===== src/rtl/apb_slave_if.sv =====
// apb_slave_if
// APB3 slave front-end for the ECC encoder/decoder register bank.
// It runs the APB handshake and turns each accepted transfer into either a
// single-cycle bank write strobe or a registered bank read. It also owns the
// read-only STATUS register at offset 0x10. CTRL (0x0) writes are held off
// while the core is busy, and each accepted CTRL write sends op_start to the core.
//
// Ports
//   clk, rst        system clock, asynchronous active-low reset
//   PSEL/PENABLE    APB select / enable
//   PWRITE          1 = write, 0 = read
//   PADDR, PWDATA   APB byte address and write data
//   PRDATA          registered read data (held until the next read completes)
//   PREADY          registered transfer-complete, high for one cycle
//   PSLVERR         registered error, only meaningful while PREADY = 1
//   bank_write      one-cycle write strobe to the register bank
//   bank_addr       latched transfer address
//   bank_wdata      latched write data
//   bank_rdata      combinational read data from the register bank
//   core_busy       ECC core operation in progress
//   core_done       one-cycle pulse when a core operation ends
//   op_start        one-cycle start pulse to the core
module apb_slave_if #(
    parameter int AMBA_WORD       = 32,
    parameter int AMBA_ADDR_WIDTH = 20,
    parameter int STALL_TIMEOUT   = 16
) (
    input  logic                       clk,
    input  logic                       rst,
    input  logic                       PSEL,
    input  logic                       PENABLE,
    input  logic                       PWRITE,
    input  logic [AMBA_ADDR_WIDTH-1:0] PADDR,
    input  logic [AMBA_WORD-1:0]       PWDATA,
    output logic [AMBA_WORD-1:0]       PRDATA,
    output logic                       PREADY,
    output logic                       PSLVERR,
    output logic                       bank_write,
    output logic [AMBA_ADDR_WIDTH-1:0] bank_addr,
    output logic [AMBA_WORD-1:0]       bank_wdata,
    input  logic [AMBA_WORD-1:0]       bank_rdata,
    input  logic                       core_busy,
    input  logic                       core_done,
    output logic                       op_start
);

    localparam int               CNT_W      = (STALL_TIMEOUT > 1) ? $clog2(STALL_TIMEOUT) : 1;
    localparam logic [CNT_W-1:0] CNT_LAST   = CNT_W'(STALL_TIMEOUT - 1);
    localparam logic [4:0]       OFF_CTRL   = 5'h00;
    localparam logic [4:0]       OFF_08     = 5'h08;
    localparam logic [4:0]       OFF_STATUS = 5'h10;

    typedef enum logic [1:0] {
        IDLE,
        ACCESS,
        STALL,
        DONE
    } state_t;

    state_t                     state_q, state_d;
    logic [AMBA_ADDR_WIDTH-1:0] addrLatch_q;
    logic [AMBA_WORD-1:0]       wdataLatch_q;
    logic                       writeLatch_q;
    logic [AMBA_WORD-1:0]       prdata_q, prdata_d;
    logic                       pready_q, pready_d;
    logic                       pslverr_q, pslverr_d;
    logic                       opStart_q, opStart_d;
    logic [CNT_W-1:0]           stallCnt_q, stallCnt_d;
    logic                       statusDone_q;
    logic                       latchEn;
    logic                       bankWrite;

    logic [4:0]                 addrOff;
    logic                       addrErr;
    logic                       dataErr;
    logic                       xferErr;
    logic                       isCtrl;
    logic                       isStatus;
    logic                       statusClr;
    logic [AMBA_WORD-1:0]       statusWord;

    // Decode the latched transfer. Only word-aligned offsets 0x0-0x10 with all
    // upper address bits clear are legal. STATUS is read-only. CTRL must not
    // receive mode 2'b11, and register 0x8 only accepts values 0..2.
    always_comb begin
        addrOff    = addrLatch_q[4:0];
        isCtrl     = (addrOff == OFF_CTRL);
        isStatus   = (addrOff == OFF_STATUS);
        addrErr    = (addrLatch_q[1:0] != 2'b00)
                   || (addrLatch_q[AMBA_ADDR_WIDTH-1:5] != '0)
                   || (addrOff > OFF_STATUS);
        dataErr    = writeLatch_q
                   && (isStatus
                       || (isCtrl && (wdataLatch_q[1:0] == 2'b11))
                       || ((addrOff == OFF_08) && (wdataLatch_q > AMBA_WORD'(2))));
        xferErr    = addrErr || dataErr;
        statusWord = {{(AMBA_WORD-2){1'b0}}, core_busy, statusDone_q};
    end

    // Next-state logic. PREADY, PSLVERR and op_start are computed one cycle
    // early and then registered, so they appear together in the DONE cycle.
    always_comb begin
        state_d    = state_q;
        prdata_d   = prdata_q;
        pready_d   = 1'b0;
        pslverr_d  = 1'b0;
        opStart_d  = 1'b0;
        stallCnt_d = stallCnt_q;
        bankWrite  = 1'b0;
        latchEn    = 1'b0;

        case (state_q)
            IDLE: begin
                if (PSEL && !PENABLE) begin
                    latchEn = 1'b1;
                    state_d = ACCESS;
                end
            end

            ACCESS: begin
                if (!PSEL) begin
                    state_d = IDLE;
                end else if (xferErr) begin
                    state_d   = DONE;
                    pready_d  = 1'b1;
                    pslverr_d = 1'b1;
                end else if (writeLatch_q) begin
                    if (isCtrl && core_busy) begin
                        state_d    = STALL;
                        stallCnt_d = '0;
                    end else begin
                        bankWrite = 1'b1;
                        state_d   = DONE;
                        pready_d  = 1'b1;
                        opStart_d = isCtrl;
                    end
                end else begin
                    state_d  = DONE;
                    pready_d = 1'b1;
                    prdata_d = isStatus ? statusWord : bank_rdata;
                end
            end

            // A stalled CTRL write completes as soon as the core goes idle,
            // even on the last allowed cycle, before the timeout is considered.
            STALL: begin
                if (!core_busy) begin
                    bankWrite = 1'b1;
                    state_d   = DONE;
                    pready_d  = 1'b1;
                    opStart_d = 1'b1;
                end else if (stallCnt_q == CNT_LAST) begin
                    state_d   = DONE;
                    pready_d  = 1'b1;
                    pslverr_d = 1'b1;
                end else if (!PSEL) begin
                    state_d = IDLE;
                end else begin
                    stallCnt_d = stallCnt_q + CNT_W'(1);
                end
            end

            DONE: begin
                state_d = IDLE;
            end

            default: begin
                state_d = IDLE;
            end
        endcase
    end

    // State and APB output registers.
    always_ff @(posedge clk or negedge rst) begin
        if (!rst) begin
            state_q    <= IDLE;
            prdata_q   <= '0;
            pready_q   <= 1'b0;
            pslverr_q  <= 1'b0;
            opStart_q  <= 1'b0;
            stallCnt_q <= '0;
        end else begin
            state_q    <= state_d;
            prdata_q   <= prdata_d;
            pready_q   <= pready_d;
            pslverr_q  <= pslverr_d;
            opStart_q  <= opStart_d;
            stallCnt_q <= stallCnt_d;
        end
    end

    // Transfer latches, captured in the setup cycle and held for the whole
    // transfer so the bank sees a stable address and data.
    always_ff @(posedge clk or negedge rst) begin
        if (!rst) begin
            addrLatch_q  <= '0;
            wdataLatch_q <= '0;
            writeLatch_q <= 1'b0;
        end else if (latchEn) begin
            addrLatch_q  <= PADDR;
            wdataLatch_q <= PWDATA;
            writeLatch_q <= PWRITE;
        end
    end

    // STATUS.done is cleared by a successful STATUS read. A core_done pulse in
    // that same cycle takes priority, so no completion is lost.
    assign statusClr = (state_q == DONE) && !writeLatch_q && isStatus && !pslverr_q;

    always_ff @(posedge clk or negedge rst) begin
        if (!rst) begin
            statusDone_q <= 1'b0;
        end else if (core_done) begin
            statusDone_q <= 1'b1;
        end else if (statusClr) begin
            statusDone_q <= 1'b0;
        end
    end

    assign PRDATA     = prdata_q;
    assign PREADY     = pready_q;
    assign PSLVERR    = pslverr_q;
    assign op_start   = opStart_q;
    assign bank_write = bankWrite;
    assign bank_addr  = addrLatch_q;
    assign bank_wdata = wdataLatch_q;

endmodule

===== config.mk =====
export PLATFORM = sky130hd
export DESIGN_NAME = apb_slave_if
export DESIGN_NICKNAME = d
export VERILOG_FILES = /design/src/rtl/apb_slave_if.sv
export SDC_FILE = /design/constraint.sdc
export NUM_CORES = 1
export LEC_CHECK = 0
export BUFFER_PORTS_ARGS = -buffer_cell sky130_fd_sc_hd__buf_2
export CELL_PAD_IN_SITES_DETAIL_PLACEMENT = 0
export CELL_PAD_IN_SITES_GLOBAL_PLACEMENT = 1
export CORE_MARGIN = 5
export CORE_UTILIZATION = 37
export CTS_BUF_LIST = sky130_fd_sc_hd__clkbuf_4 sky130_fd_sc_hd__clkbuf_8
export DETAILED_ROUTE_END_ITERATION = 8
export PLACE_DENSITY_LB_ADDON = 0.2
export SKIP_CTS_REPAIR_TIMING = 1
export SYNTH_ARGS = -nofsm -noshare
export SYNTH_HDL_FRONTEND = slang
export SYNTH_SLANG_ARGS = --single-unit

===== constraint.sdc =====
create_clock -name clk -period 3.6 [get_ports clk]
set_clock_uncertainty 0.1 [all_clocks]
set_input_delay 1.08 -clock clk [delete_from_list [all_inputs] [get_ports clk]]
set_output_delay 1.08 -clock clk [all_outputs]
set_load 0.03 [all_outputs]

=== Yosys cells after proc, flatten, opt, wreduce, memory -nomap -nowiden ===
Index checks and enable logic that the tools add are counted.

* Bits in registers: 95
* Input port bits: 91
* Output and inout port bits: 88
* Logic and storage cells: 99

* $add $sub $neg: 1
* Magnitude comparators: 2
* Eq/ne operators: 16
* Multiplexer cells: 43
* Bitwise logic cells: 2
* Reductions and logical operators: 25

{| class="wikitable"
|+ Operators with widths
! operator !! count
|-
| greater-than comparator 32 x 2 -> 1 bit, second input constant || 1
|-
| 2-to-1 mux 32 bit || 1
|-
| 2-to-1 mux 4 bit || 7
|-
| 2-to-1 mux 1 bit || 22
|-
| inequality test 2 bit, second input constant || 8
|-
| nonzero test 15 bit || 1
|-
| 2-to-1 mux 2 bit || 7
|-
| logical AND 1 bit || 8
|-
| one-hot mux 1 bit (2 select lines) || 4
|-
| one-hot mux 2 bit (4 select lines) || 1
|-
| one-hot mux 4 bit (2 select lines) || 1
|-
| AND reduction 8 bit || 1
|-
| equality test 2 bit, second input constant || 3
|-
| nonzero test 2 bit || 3
|-
| equality test 5 x 4 -> 1 bit, second input constant || 1
|-
| equality test 5 bit, second input constant || 1
|-
| greater-than comparator 5 bit, second input constant || 1
|-
| zero test 5 bit || 1
|-
| logical OR 1 bit || 5
|-
| adder 4 x 1 -> 4 bit, second input constant || 1
|-
| equality test 4 bit, second input constant || 1
|-
| inequality test 4 bit, second input constant || 1
|-
| AND reduction 4 bit || 1
|-
| zero test 1 bit || 3
|-
| other kinds (4) || 5
|}

=== Longest topological paths before layout ===
Gate-level depths: netlist of the first run.

* Word-level depth: 9
* Gate-level depth with buffers: 7
* Depth with buffers taken out: 7

=== Least setup slack after synthesis of the first run ===
Ideal clock, no wire load.

* Path kind: reg-to-output
* Start: register addrLatch_q[3] (netlist: bank_addr[3])
* End: output bank_write
* Arrival time: 2,758 ps
* Required time: 2,420 ps
* Path slack: -338 ps
* Cell stages (with the launch flop): 6
* Buffers on the path: 0
* Cells stage by stage: dfrtp_1 or4_4 a2111o_1 nor4_1 a21oi_1 o21ai_0

* Cells in the longest elaborated chain, start to end: 9
* Elaborated cells on any way between the ends: 17
* Classes of those cells: 1 x order compare; 2 x eq/ne; 5 x mux; 9 x reduce/logical

{| class="wikitable"
|+ RTL lines
! item !! line !! RTL
|-
| start, declared || 61 || <nowiki>logic [AMBA_ADDR_WIDTH-1:0] addrLatch_q;</nowiki>
|-
| start signal, assigned || 196 || <nowiki>addrLatch_q <= '0;</nowiki>
|-
| start signal, assigned || 200 || <nowiki>addrLatch_q <= PADDR;</nowiki>
|-
| branches (longest 6 deep; another with greater-than comparator 5 bit) || n/a ||
|-
| 2-to-1 mux 1 bit (*) || 123 || <nowiki>end else if (xferErr) begin</nowiki>
|-
| 2-to-1 mux 1 bit (*) || 121 || <nowiki>if (!PSEL) begin</nowiki>
|-
| one-hot mux 1 bit (2 select lines) (*) || 112 || <nowiki>case (state_q)</nowiki>
|-
| end, declared || 38 || <nowiki>output logic bank_write,</nowiki>
|}

Mark *: on every way between the ends.

=== Final worst setup path of the first run ===
* Start: register addrLatch_q[2] (netlist: bank_addr[2])
* End: output bank_write

Same word-level chain as after synthesis.

==> summary.txt, run 1 <==
M3 GR Usage: 0.05744
1st-iter DRT viols: 167
H-Tree Depth: 3
Die H: 115.6 um
Vias in the first global route: 3453
Routed wire length: 11190 um
Startpoint types: flop
Syn nets: 446
Commonest non-fill, non-tap cell in the layout: buf_2
Violated checks: setup timing
M2 GR Usage: 0.2612
Site Rows: 38
HP Start: statusDone_q
CP Launch Point: bank_addr[2]
Unrepaired setup endpoints after global routing: true
CTS Buf Count: 9
Type of the worst setup path: reg2out
Crit Path Max Fanout: 5
# IOs: 179
Seq pwr share: 0.385
Filler cells: 1021
Die W: 115.6 um
Hold Path Stages: 1
Core Box Area: 10890 sq um
Max-slew headroom at the worst pin: 0.5544
Gr ovfl total: 0
Register area share after synthesis: 0.5758
Final cycle utilization of the critical path: 1.037
# nets final: 633
Final WS setup: -0.1327 ns
First-pass GRT wire length: 17270 um
Starting Density: 0.3792
Capture point of the worst reg-to-reg path: PRDATA[24]
P_leak: 2.671 nW
Distinct cell type count after synthesis: 41
Worst setup EP type: output port
Max Cap Violations: 0
WL/cell: 16.43 um
Mapped Avg Cell Area: 11.83 sq um
Finished Core Util: 0.4985
Peak VDD IR: 454.9 uV
Grt met1 use: 0.2127
CTS Buffer Depth: 2
Post-layout minimum cycle time: 3.733 ns
Fmax: 0.2679 GHz
CTS clock-pin slew for the worst setup and hold paths: 0.10 ns
Commonest non-fill, non-tap cells in the layout: 176 x buf_2, 94 x dfrtp_1, 54 x mux2_2
TritonCTS sink count: 95
Post-route DRC: 0
Post-detail-place hpwl: 8514 um
Worst r2r src: bank_addr[2]
Gr busiest metal: met2
Status: complete, but fails checks
Slew @ Worst Pin: 0.6684 ns
Final slew viol count: 0
CTS tree: built
NetSw: 0.002272 W
Async set or reset register ratio after synthesis: 1.000
Port buffer count: 178
Logic pwr share: 0.480
Pint: 0.002624 W
PwrDens: 901.9 nW/um^2
Post-Place Setup Slack: -0.009410 ns
Predominant post-synthesis flop cell: dfrtp_1
Post-synthesis register bit count: 95
Via count: 3350
Die ar.: 13370 sq um
Mapped Area: 4129 sq um
Fin. Hold Viols: 0
Worst Hold Class: reg2reg
Clk_lat worst skew: 0.36 ns
YS warnings: 0
DR pass1 iterations: 4
Initial antenna violation count: 0
CTS Root Cell: clkbuf_8
Hold Path End: statusDone_q
Clock power frac: 0.135
Tot GR Track Use: 0.1663
GP Congestion: 0.7639
Final ANT Viol Nets: 0
Layout cell share with drive strength beyond 1: 0.4991
Syn Inst Count: 349
Antenna fix cells: 0
Number of enable flip-flop cells after synthesis: 0
Required time worst endpoint: 2.42 ns
R2R depth: 7
Final setup viols: 1
Setup TNS: -0.1327 ns
WP data arrival: 2.55 ns
Area Growth Syn to Fin: 31.45%
Multi-input logic area: 1550 sq um
Largest net degree at the start of global routing: 65
Register area: 2379 sq um
R2R Setup Slk: 0.89 ns
Via density: 4.919
Sw Ratio: 0.4640
==> cell usage after synthesis (2+ instances only) <==
cell / number / area (sq um)
a21oi_1: 9 / 45.04
a21oi_2: 2 / 17.52
a31oi_1: 2 / 12.51
and3_1: 3 / 18.77
buf_6: 3 / 33.78
clkbuf_1: 9 / 33.78
clkbuf_2: 2 / 10.01
dfrtp_1: 95 / 2377
ha_1: 6 / 75.07
inv_1: 36 / 135.1
mux2_2: 54 / 608.1
nand2_1: 8 / 30.03
nand2b_1: 2 / 12.51
nand3_1: 35 / 175.2
nand4_1: 5 / 31.28
nor2_1: 7 / 26.28
nor3_1: 2 / 10.01
nor4_1: 11 / 68.82
o2111ai_1: 2 / 17.52
o21ai_0: 35 / 175.2
==> flip-flops by register name, summed over array words and instances (netlist names) <==
| signal | cells |
|---|---|
| bank_wdata | 32 |
| state_q | 2 |
| stallCnt_q | 4 |
| writeLatch_q | 1 |
| PRDATA | 32 |
| bank_addr | 20 |
| op_start | 1 |
| statusDone_q | 1 |
| PREADY | 1 |
| PSLVERR | 1 |
==> worst max-delay path by stage <==
stage	cells past startpoint	endpoint	slack (ns)
after floorplan	5	bank_write	0.02
after CTS	6	bank_write	-0.44
final	6	bank_write	-0.13
after global placement	6	bank_write	0.06
after detailed placement	6	bank_write	-0.009
after global routing	6	bank_write	-0.25
==> cells by family after synthesis <==
| group | Yosys count | share of synthesized area |
|---|---|---|
| multiplexers | 55 | 0.1497 |
| AND/OR/NAND/NOR | 79 | 0.1052 |
| adder cells (fa/ha/maj) | 6 | 0.01818 |
| AO/OA/AOI/OAI | 63 | 0.09788 |
| flip-flops | 95 | 0.5758 |
| buffers and inverters | 51 | 0.05333 |
==> critical path, stage by stage (launching register included) <==
cell	delay, ns
dfrtp_1	0.42
or4_4	0.53
a2111o_1	0.49
nor4_4	0.27
o2111ai_1	0.18
o21ai_2	0.10
clkbuf_4	0.20
==> power by group through the flow <==
stage	clock network [W]	registers [W]	logic, W
floorplan	0	0.00274	0.000688
global placement	0	0.00188	0.00236
detailed placement	0	0.00190	0.00237
CTS	0.000692	0.00188	0.00237
global route	0.000725	0.00196	0.00252
finish	0.000662	0.00188	0.00235
==> layer usage <==
layer / wire length, um / part of all wire
met1: 4861 / 0.43
met5: 0 / 0
met4: 150 / 0.013
met3: 1291 / 0.12
met2: 4887 / 0.44
==> per-stage QoR <==
stage / hold WS [ns] / cell area (sq um) / total power [W] / instances
detailed placement: 0.3832 / 5219 / 0.004268 / 664
global placement: 0.3677 / 5219 / 0.004235 / 664
finish: 0.4136 / 5428 / 0.004895 / 681
floorplan: 0.3484 / 4133 / 0.003426 / 349
global route: 0.4432 / 5428 / 0.005200 / 681
CTS: 0.4233 / 5401 / 0.004949 / 680
==> final cells by class <==
cell class | instances | share of cell area
Clock inverter | 4 | 0.005532
Sequential cell | 95 | 0.4382
Inverter | 36 | 0.02490
Clock buffer | 12 | 0.02812
Timing Repair Buffer | 191 | 0.1853
Multi-Input combinational cell | 203 | 0.2856
Tap cell | 140 | 0.03227
Note: power is estimated with default switching activity, not from simulation.
==> inputs of run 2 (changes only) <==
--- a/config.mk
+++ b/config.mk
@@ -10,3 +10,2 @@
 export CELL_PAD_IN_SITES_GLOBAL_PLACEMENT = 1
-export CORE_MARGIN = 5
 export CORE_UTILIZATION = 37
==> constraint.sdc (replaced) <==
create_clock -name clk -period 3.6 [get_ports clk]
set_clock_uncertainty 0.1 [all_clocks]
set_input_delay 0.36 -clock clk [delete_from_list [all_inputs] [get_ports clk]]
set_output_delay 0.36 -clock clk [all_outputs]
set_load 0.1 [all_outputs]
==> summary.txt, run 2 (same netlist as run 1, synthesis figures left out) <==
Status: finished clean
Worst setup EP type: output port
Final slew viol count: 0
Commonest non-fill, non-tap cell in the layout: buf_2
DR pass1 iterations: 4
Post-detail-place hpwl: 7641 um
Setup TNS: 0 ns
CTS Buf Count: 9
R2R Setup Slk: 0.94 ns
1st-iter DRT viols: 194
Gr ovfl total: 0
Die H: 107.6 um
Hold WS: 0.08681 ns
Layout cell share with drive strength beyond 1: 0.4879
First-pass GRT wire length: 16170 um
CTS tree: built
WP data arrival: 3.03 ns
Startpoint types: flop
CP Launch Point: bank_addr[3]
Final setup viols: 0
Post-route DRC: 0
H-Tree Depth: 3
Clk_lat worst skew: 0.37 ns
Die W: 107.6 um
TritonCTS sink count: 95
Area Growth Syn to Fin: 30.67%
Commonest non-fill, non-tap cells in the layout: 176 x buf_2, 95 x dfrtp_1, 54 x mux2_2
CTS Buffer Depth: 2
GP Congestion: 0.8011
Final cycle utilization of the critical path: 0.9685
Initial antenna violation count: 0
Final ANT Viol Nets: 0
R2R depth: 6
Required time worst endpoint: 3.14 ns
# IOs: 179
Routed wire length: 10270 um
Tot GR Track Use: 0.1839
Max Cap Violations: 0
Worst r2r src: bank_addr[3]
HP Start: core_done
Via count: 3288
Crit Path Max Fanout: 5
Hold Path End: statusDone_q
Type of the worst setup path: reg2out
Worst Hold Class: in2reg
Starting Density: 0.3809
Hold Path Stages: 2
Post-layout minimum cycle time: 3.487 ns
CTS Root Cell: clkbuf_8
Die ar.: 11590 sq um
Max-slew headroom at the worst pin: 0.5552
Via density: 4.871
# nets final: 627
Site Rows: 38
Fmax: 0.2868 GHz
Fin. Hold Viols: 0
CTS clock-pin slew for the worst setup and hold paths: 0.09 ns
Unrepaired setup endpoints after global routing: false
WL/cell: 15.21 um
Core Box Area: 10840 sq um
Slew @ Worst Pin: 0.6610 ns
Capture point of the worst reg-to-reg path: PRDATA[10]
Antenna fix cells: 0
Largest net degree at the start of global routing: 65
Port buffer count: 178
Vias in the first global route: 3246
-- run 2: cell count changes in the layout (fill, tap and decap cells not counted), sizes merged --
cell and delta:
buf -7, bufinv +1, dlygate4sd3 +1, inv +2, clkbuf -2, clkinvlp -1
-- run 2: worst max-delay path, stage by stage, from the launching register on --
cell and delay (ns):
dfrtp_1 0.42, or4_4 0.60, a2111o_1 0.48, nor4_1 0.46
o2111ai_1 0.25, o21ai_4 0.11, clkbuf_4 0.34
-- run 2: worst max-delay path by stage --
stage	slack, ns	endpoint
2_1_floorplan	0.11	bank_write
3_3_place_gp	0.46	bank_write
3_5_place_dp	0.43	bank_write
4_1_cts	0.02	bank_write
5_1_grt	0.04	bank_write
6_report	0.11	bank_write
-- run 2: area by class of cell --
cell class	count	area, sq um
Timing Repair Buffer	185	950.9
Sequential cell	95	2377
Inverter	36	135.1
Multi-Input combinational cell	203	1543
Tap cell	140	175.2
Clock inverter	6	76.32
Clock buffer	10	137.6
Fill cell	1020	5445
-- run 2: metal layers --
metal | GRT usage | share of wire
met5 | 0 | 0
met4 | 0.07045 | 0.014
met3 | 0.06053 | 0.090
met2 | 0.2816 | 0.45
met1 | 0.2406 | 0.45
-- run 2: metrics by stage --
step / std cells / worst slack (ns) / util / cell area (sq um)
final: 675 / 0.1132 / 0.4977 / 5395
after global routing: 675 / 0.04343 / 0.4977 / 5395
after CTS: 674 / 0.01745 / 0.4965 / 5383
after detailed placement: 658 / 0.4319 / 0.4768 / 5169
after global placement: 658 / 0.4555 / 0.4768 / 5169
after floorplan: 349 / 0.1120 / - / 4140
Power of run 2 is left out: the tool's default activity adds up to more than one toggle a clock period on the data nets, which glitch-free logic cannot reach.
==> inputs of run 3 (changes only) <==
- CORE_MARGIN: unset -> 2
==> summary.txt, run 3 (same netlist as run 1, synthesis figures left out) <==
Violated checks: hold timing
CTS Buf Count: 9
Final slew viol count: 0
CTS Root Cell: clkbuf_8
CP cell instances: or4_4, a2111o_1, nor4_2, o2111ai_1, o21ai_4, clkbuf_4
Type of the worst setup path: reg2out
Routed met1 length: 4492 um
Die ar.: 12020 sq um
R2R Setup Slk: 0.95 ns
Vias in the first global route: 3221
CP Launch Point: bank_addr[3]
Port buffer count: 178
Post-route DRC: 0
Setup TNS: 0 ns
TritonCTS sink count: 95
Routed wire length: 10300 um
Crit Path Max Fanout: 5
Crit path depth: 6
Capture point of the worst reg-to-reg path: PRDATA[15]
First-pass GRT wire length: 15920 um
# IOs: 179
Initial antenna violation count: 0
Worst r2r src: bank_addr[3]
Routed wl met3: 1047 um
Area Growth Syn to Fin: 29.67%
Commonest non-fill, non-tap cell in the layout: buf_2
Largest net degree at the start of global routing: 65
Site Rows: 38
Via count: 3293
Layout cell share with drive strength beyond 1: 0.4897
GP Congestion: 0.8095
Final setup viols: 0
WL/cell: 15.28 um
Status: complete, but fails checks
Die H: 109.6 um
CTS Buffer Depth: 2
1st-iter DRT viols: 177
Max Cap Violations: 0
Commonest non-fill, non-tap cells in the layout: 176 x buf_2, 95 x dfrtp_1, 54 x mux2_2
Critical path's slowest cell: or4_4
Die W: 109.6 um
Hold WS: -0.02666 ns
Final cycle utilization of the critical path: 0.9424
Fmax: 0.2948 GHz
Max-slew headroom at the worst pin: 0.4623
Required time worst endpoint: 3.14 ns
Final ANT Viol Nets: 0
# nets final: 625
Post-layout minimum cycle time: 3.392 ns
Unrepaired setup endpoints after global routing: false
Post-detail-place hpwl: 7609 um
Via density: 4.886
CP peak stage delay: 0.61 ns
CTS clock-pin slew for the worst setup and hold paths: 0.09 ns
R2R depth: 6
Filler cells: 980
DR pass1 iterations: 4
Worst Hold Class: in2async
CP Buf/Inv Count: 1
Met2 WL: 4589 um
Slew @ Worst Pin: 0.8066 ns
Core Box Area: 10840 sq um
CTS tree: built
Gr ovfl total: 0
Cell family with most CP delay: simple AND/OR/NAND/NOR gates
Worst setup EP type: output port
Fin. Hold Viols: 25
WP data arrival: 2.93 ns
Tot GR Track Use: 0.1742
Clk_lat worst skew: 0.36 ns
Starting Density: 0.3809
Startpoint types: flop
H-Tree Depth: 3
Top sig layer: met4
run 3: changes by cell type in the layout (fill, tap and decap cells not counted):
cell,delta
inv_8,-1
dlygate4sd3_1,-1
nor4_2,+1
bufinv_16,-1
nor4_1,-1
buf_4,-1
clkbuf_8,-1
diode_2,+1
clkinvlp_4,+3
run 3: area by class of cell:
cell class / instances / area (sq um) / area share
clock buffer: 9 / 123.9 / 0.02314
timing repair buffer: 183 / 933.4 / 0.1743
antenna: 1 / 2.502 / 0.0004674
tap: 140 / 175.2 / 0.03272
inverter: 36 / 135.1 / 0.02524
multi-input combinational: 203 / 1549 / 0.2893
sequential: 95 / 2377 / 0.4440
clock inverter: 7 / 57.56 / 0.01075
run 3: how the worst max path moves through the flow:
stage | endpoint | slack [ns]
after CTS | bank_write | -0.05
after detailed placement | bank_write | 0.38
after global routing | bank_write | 0.02
after global placement | bank_write | 0.46
after floorplan | bank_write | 0.11
final | bank_write | 0.21
run 3: metrics by stage:
step	worst slack, ns	instances	utilization	hold WS (ns)	cell area, sq um
after floorplan	0.1120	349	-	-0.03559	4140
after global placement	0.4560	657	0.4761	0.3605	5161
after detailed placement	0.3824	657	0.4761	0.3669	5161
after CTS	-0.05152	673	0.4928	0.007297	5343
after global routing	0.02010	673	0.4937	0.01865	5351
final	0.2075	674	0.4939	-0.02666	5354
run 3: routing by layer:
layer	vias to the layer above	GRT usage
met2	136	0.2646
met1	1547	0.2238
li1	1599	-
met4	0	0.07685
met3	11	0.06224
met5	-	0
Power of run 3 is left out for the same reason.
